## config.mk

```make
export PLATFORM = sky130hd
export DESIGN_NAME = instr_fetch
export DESIGN_NICKNAME = d
export VERILOG_FILES = /design/src/rtl/pinca_pkg.sv /design/src/rtl/fetch_skid_buf.sv /design/src/rtl/instr_fetch.sv
export SDC_FILE = /design/constraint.sdc
export NUM_CORES = 1
export LEC_CHECK = 0
export ABC_AREA = 1
export CAP_MARGIN = 30
export CORE_ASPECT_RATIO = 1.4
export CORE_MARGIN = 1.5
export CORE_UTILIZATION = 50
export CTS_CLUSTER_DIAMETER = 120
export DETAILED_ROUTE_END_ITERATION = 7
export PLACE_DENSITY = 0.8
export SYNTH_ARGS = -nofsm -noshare
export SYNTH_HDL_FRONTEND = slang
export SYNTH_SLANG_ARGS = --single-unit
```

## constraint.sdc

```tcl
create_clock -name clock -period 4.3 [get_ports clock]
set_input_delay 0.86 -clock clock [delete_from_list [all_inputs] [get_ports clock]]
set_output_delay 0.86 -clock clock [all_outputs]
set_load 0.01 [all_outputs]
```

## src/rtl/pinca_pkg.sv

```systemverilog
// Shared pipeline constants, fetch FSM encoding and the fetch payload type.
package pinca_pkg;

    localparam int unsigned ADDR_W  = 18;
    localparam int unsigned INSTR_W = 32;

    localparam logic [INSTR_W-1:0] NOP_INSTR = 32'h0000_0000;
    localparam logic [ADDR_W-1:0]  RESET_PC  = '0;

    typedef enum logic [1:0] {
        ISSUE   = 2'd0,
        BEAT    = 2'd1,
        CAPTURE = 2'd2,
        HOLD    = 2'd3
    } fetch_state_t;

    typedef struct packed {
        logic [INSTR_W-1:0] instr;
        logic [ADDR_W-1:0]  pc;
    } fetch_word_t;

endpackage

```

## src/rtl/fetch_skid_buf.sv

```systemverilog
// One-entry {instr, pc} skid buffer that absorbs the word fetched while decode is stalled.
module fetch_skid_buf
    import pinca_pkg::*;
(
    input  logic        clock,
    input  logic        reset,
    input  logic        i_load,
    input  logic        i_drain,
    input  logic        i_flush,
    input  fetch_word_t i_data,
    output logic        o_full,
    output fetch_word_t o_data
);

    logic        r_full;
    fetch_word_t r_data;

    // Flush wins over everything; a load always leaves the entry occupied.
    always_ff @(posedge clock or negedge reset) begin
        if (!reset) begin
            r_full <= 1'b0;
            r_data <= '0;
        end else if (i_flush) begin
            r_full <= 1'b0;
        end else if (i_load) begin
            r_full <= 1'b1;
            r_data <= i_data;
        end else if (i_drain) begin
            r_full <= 1'b0;
        end
    end

    assign o_full = r_full;
    assign o_data = r_data;

endmodule

```

## src/rtl/instr_fetch.sv

```systemverilog
// Instruction-fetch stage: PC, multi-beat fetch FSM on the controller port, and if_id output registers.
module instr_fetch
    import pinca_pkg::*;
#(
    parameter int unsigned PC_STEP       = 4,
    parameter int unsigned ACCESS_CYCLES = 2
)(
    input  logic               clock,
    input  logic               reset,
    output logic               if_mc_en,
    output logic [ADDR_W-1:0]  if_mc_addr,
    input  logic [INSTR_W-1:0] mc_if_data,
    input  logic               mem_mc_en,
    input  logic               stall,
    input  logic               branch_taken,
    input  logic [ADDR_W-1:0]  branch_target,
    output logic [INSTR_W-1:0] if_id_instr,
    output logic [ADDR_W-1:0]  if_id_pc,
    output logic               if_id_valid
);

    localparam int unsigned BEAT_W = (ACCESS_CYCLES > 1) ? $clog2(ACCESS_CYCLES) : 1;

    fetch_state_t       r_state;
    logic [BEAT_W-1:0]  r_beat;
    logic [ADDR_W-1:0]  r_pc;
    logic               r_mc_en;
    logic [INSTR_W-1:0] r_instr;
    logic [ADDR_W-1:0]  r_id_pc;
    logic               r_valid;

    logic               w_capture;
    logic               w_out_free;
    logic               w_buf_load;
    logic               w_buf_drain;
    logic               w_buf_full;
    fetch_word_t        w_fetched;
    fetch_word_t        w_buf_data;

    assign w_capture   = (r_state == CAPTURE);
    assign w_out_free  = !r_valid || !stall;
    assign w_fetched   = '{instr: mc_if_data, pc: r_pc};
    assign w_buf_load  = w_capture && !w_out_free && !branch_taken;
    assign w_buf_drain = !w_capture && w_buf_full && w_out_free && !branch_taken;

    fetch_skid_buf u_skid (
        .clock   (clock),
        .reset   (reset),
        .i_load  (w_buf_load),
        .i_drain (w_buf_drain),
        .i_flush (branch_taken),
        .i_data  (w_fetched),
        .o_full  (w_buf_full),
        .o_data  (w_buf_data)
    );

    // Branch redirect overrides the FSM and output path; otherwise outputs and FSM advance together.
    always_ff @(posedge clock or negedge reset) begin
        if (!reset) begin
            r_state <= ISSUE;
            r_beat  <= '0;
            r_pc    <= RESET_PC;
            r_mc_en <= 1'b0;
            r_instr <= NOP_INSTR;
            r_id_pc <= '0;
            r_valid <= 1'b0;
        end else if (branch_taken) begin
            r_state <= ISSUE;
            r_beat  <= '0;
            r_pc    <= branch_target & ~ADDR_W'(3);
            r_mc_en <= 1'b1;
            r_instr <= NOP_INSTR;
            r_valid <= 1'b0;
        end else begin
            if (w_capture && w_out_free) begin
                r_instr <= w_fetched.instr;
                r_id_pc <= w_fetched.pc;
                r_valid <= 1'b1;
            end else if (w_buf_drain) begin
                r_instr <= w_buf_data.instr;
                r_id_pc <= w_buf_data.pc;
                r_valid <= 1'b1;
            end else if (!stall) begin
                r_valid <= 1'b0;
            end

            case (r_state)
                ISSUE: begin
                    r_beat  <= '0;
                    r_mc_en <= 1'b1;
                    if (!mem_mc_en) r_state <= BEAT;
                end
                // A memory-stage access aborts the word; it restarts from the first beat.
                BEAT: begin
                    if (mem_mc_en) begin
                        r_state <= ISSUE;
                        r_beat  <= '0;
                    end else if (r_beat == BEAT_W'(ACCESS_CYCLES - 1)) begin
                        r_state <= CAPTURE;
                        r_mc_en <= 1'b0;
                    end else begin
                        r_beat <= r_beat + BEAT_W'(1);
                    end
                end
                CAPTURE: begin
                    r_pc <= r_pc + ADDR_W'(PC_STEP);
                    if (w_buf_load) begin
                        r_state <= HOLD;
                        r_mc_en <= 1'b0;
                    end else begin
                        r_state <= ISSUE;
                        r_mc_en <= 1'b1;
                    end
                end
                HOLD: begin
                    if (w_buf_drain) begin
                        r_state <= ISSUE;
                        r_mc_en <= 1'b1;
                    end
                end
            endcase
        end
    end

    assign if_mc_en    = r_mc_en;
    assign if_mc_addr  = r_pc;
    assign if_id_instr = r_instr;
    assign if_id_pc    = r_id_pc;
    assign if_id_valid = r_valid;

endmodule

```

==> summary.txt <==
Outcome
  – Status: finished, final reports clean

Worst setup path
  – Startpoint Class: primary input
  – CP required: 4610 ps
  – CP max FO: 67
  – Reg2Reg Setup Slack: 1850 ps
  – Crit path DAT: 3280 ps
  – WS Path Type: in -> reg
  – Setup crit end kind: flip-flop

Clocking
  – Clk Latency, worst-skew pair: 410 ps
  – Clk slew on worst S/H paths: 50 ps
  – Cells resized by post-CTS repair: 0
  – Num CTS Buffers: 17
  – Setup bufs post-CTS: 0
  – H-tree depth: 4
  – Max Root-Sink Buffers: 2
  – Clk sink count: 118
  – Post-CTS Hold Buffers: 0
  – Root buffer cell: clkbuf_16
  – CTS tree: yes

Timing
  – Tightest Pin Transition: 846 ps
  – Crit share post-route: 0.691
  – Sum of negative setup slack: 0 ps
  – Worst slew margin: 0.434
  – Peak Freq: 337 MHz
  – Worst hold margin: 479 ps
  – Final setup viols: 0
  – RSZ-0062 raised after global routing: false
  – Slew Limit Fails: 0
  – Fin. Hold Viols: 0
  – Tmin final: 2970 ps
  – Layout Skew: 8.26 ps

Die
  – Die X: 91.6 microns
  – Initial Util: 0.511
  – IO Pins: 125
  – Core area: 0.0108 sq mm
  – Die height: 127 microns
  – FP Rows: 45
  – Die Area: 0.0116 sq mm

Final layout
  – Ant diodes: 0
  – Multi-input logic area: 0.00204 sq mm
  – Most frequent cells in the layout: 198 x nand2_1, 118 x dfrtp_1, 117 x clkdlybuf4s50_1
  – Area Growth Syn to Fin: 34.2%
  – Most common cell after layout, fill and taps aside: nand2_1
  – Proportion of layout cells with a drive suffix above 1: 0.0549
  – Fill count: 839
  – Register Area: 0.00295 sq mm
  – Nets: 845

Global route
  – Vias in the first global route: 4903
  – Gr ovfl total: 0
  – Global-route usage over all layers: 0.251
  – First-pass GRT wire length: 23.0 mm
  – Largest net degree at the start of global routing: 68
  – Initial antenna violation count: 0

Pwr
  – Gate power share: 0.180
  – Clock share of power: 0.439
  – Cell internal pwr: 2.59 mW
  – Power per cell area: 472 mW/mm^2
  – Power, Total: 3.48 mW
  – Seq pwr share: 0.381
  – Psw: 885 uW
  – Maximum VDD drop: 284 uV
  – Leak Pwr: 3.32 nW
  – Net Sw Frac: 0.254

Worst hold path
  – Worst Hold Class: reg -> reg

Routing
  – DRC viols: 0
  – TritonRoute pass-1 iters: 5
  – Max layer used: met4
  – Met2 wire length: 7.29 mm
  – Drt via density: 5.34
  – Vias: 5038
  – Final WL: 14.0 mm
  – Antenna viol nets, final: 0
  – Wirelength per Cell: 14.8 microns
  – Routed met3 length: 800 microns
  – Met1 WL: 5.54 mm
  – 1st-iter DRT viols: 315

Place
  – Placer Congestion: 0.893
  – Port Buffers: 118
  – Dpl hpwl: 9.17 mm

Synthesis
  – Mapped cell area: 0.00549 sq mm
  – Register area share after synthesis: 0.538
  – Synthesized instance count: 682
  – Synth cell types: 28
  – Syn avg cell area: 8.05 sq um
  – #FFs+latches synth: 118
  – Syn. warnings: 0

Job
  – MaxCap Viol Count: 0
-- state kept, by name (all words and copies together), names as in the netlist --
signal         flops
if_id_instr       32
if_id_pc          16
if_id_valid        1
if_mc_addr        16
if_mc_en           1
r_beat             1
r_state            2
u_skid.o_data     48
u_skid.o_full      1
-- synthesized netlist by cell type --
master	number	area (sq um)
o31ai_1	1	7.51
dfrtp_1	118	2950
o21bai_1	3	22.5
clkbuf_1	19	71.3
nand2_1	199	747
xnor2_1	1	8.76
o21ai_0	94	470
nand3_1	37	185
nor2_1	40	150
inv_2	1	3.75
nor2_4	1	11.3
buf_2	13	65.1
a31oi_1	17	106
o221ai_1	3	26.3
buf_4	8	60.1
a21oi_2	1	8.76
nand4_1	4	25.0
nand2_2	1	6.26
o22ai_1	14	87.6
clkinv_1	1	3.75
conb_1	1	3.75
xor2_1	3	26.3
a21oi_1	15	75.1
inv_1	78	293
nor3_1	3	15.0
o211ai_1	3	22.5
ha_1	1	12.5
buf_6	2	22.5
-- worst max-delay path, cell delays in order --
cell             delay [ps]
clkdlybuf4s50_1         460
nand2_1                 430
nand2_2                 280
buf_4                   550
nand3_1                 160
buf_4                   280
o21ai_0                 240
-- path summary, 6_finish.rpt --
check	startpoint	endpoint	cells past startpoint
setup / recovery	stall	if_id_instr[22]	7
hold / removal	u_skid.o_data[22]	u_skid.o_data[22]	2
setup reg to reg	r_state[1]	if_id_instr[22]	7
hold reg to reg	u_skid.o_data[22]	u_skid.o_data[22]	2
max in group asynchronous	reset	u_skid.o_data[37]	2
min in group asynchronous	reset	if_id_instr[0]	1
-- layout make-up --
type,count,area share
Multi-Input combinational cell,445,0.277
Inverter,80,0.0408
Clock buffer,22,0.0630
Tap cell,141,0.0239
Timing Repair Buffer,127,0.171
Sequential cell,118,0.401
Clock inverter,10,0.0238
-- power by group through the flow --
| stage | sequential (mW) | combinational (mW) | clock [mW] |
|---|---|---|---|
| CTS | 1.33 | 0.629 | 1.54 |
| floorplan | 1.37 | 0.238 | 0 |
| global placement | 1.34 | 0.607 | 0 |
| global route | 1.34 | 0.684 | 1.59 |
| detailed placement | 1.34 | 0.622 | 0 |
| finish | 1.33 | 0.625 | 1.53 |
-- kinds of logic (layout without fill, tap and decap cells) --
| family | after synthesis | in the layout | synth area share |
|---|---|---|---|
| adders and majority gates | 1 | 1 | 0.00228 |
| and+or+nand+nor | 285 | 285 | 0.208 |
| xor gates and xnor gates | 4 | 4 | 0.00638 |
| DFF | 118 | 118 | 0.538 |
| buffers and inverters | 122 | 239 | 0.0946 |
| AOI/OAI and AO/OA | 151 | 151 | 0.151 |
| other | 1 | 4 | 0.000683 |
-- stage by stage --
step	cells	utilization	worst slack [ps]	area, sq um
6_report	943	0.685	1330	7370
3_3_place_gp	911	0.626	1070	6730
3_5_place_dp	911	0.626	969	6730
5_1_grt	943	0.685	1170	7370
2_1_floorplan	685	-	2450	5500
4_1_cts	943	0.685	1330	7370
-- routing by layer --
metal | vias up | global-route usage
met2 | 190 | 0.433
met5 | - | 0
met1 | 2407 | 0.296
li1 | 2415 | -
met3 | 26 | 0.0530
met4 | 0 | 0.123
No activity file was read; power rests on OpenSTA's default activity.
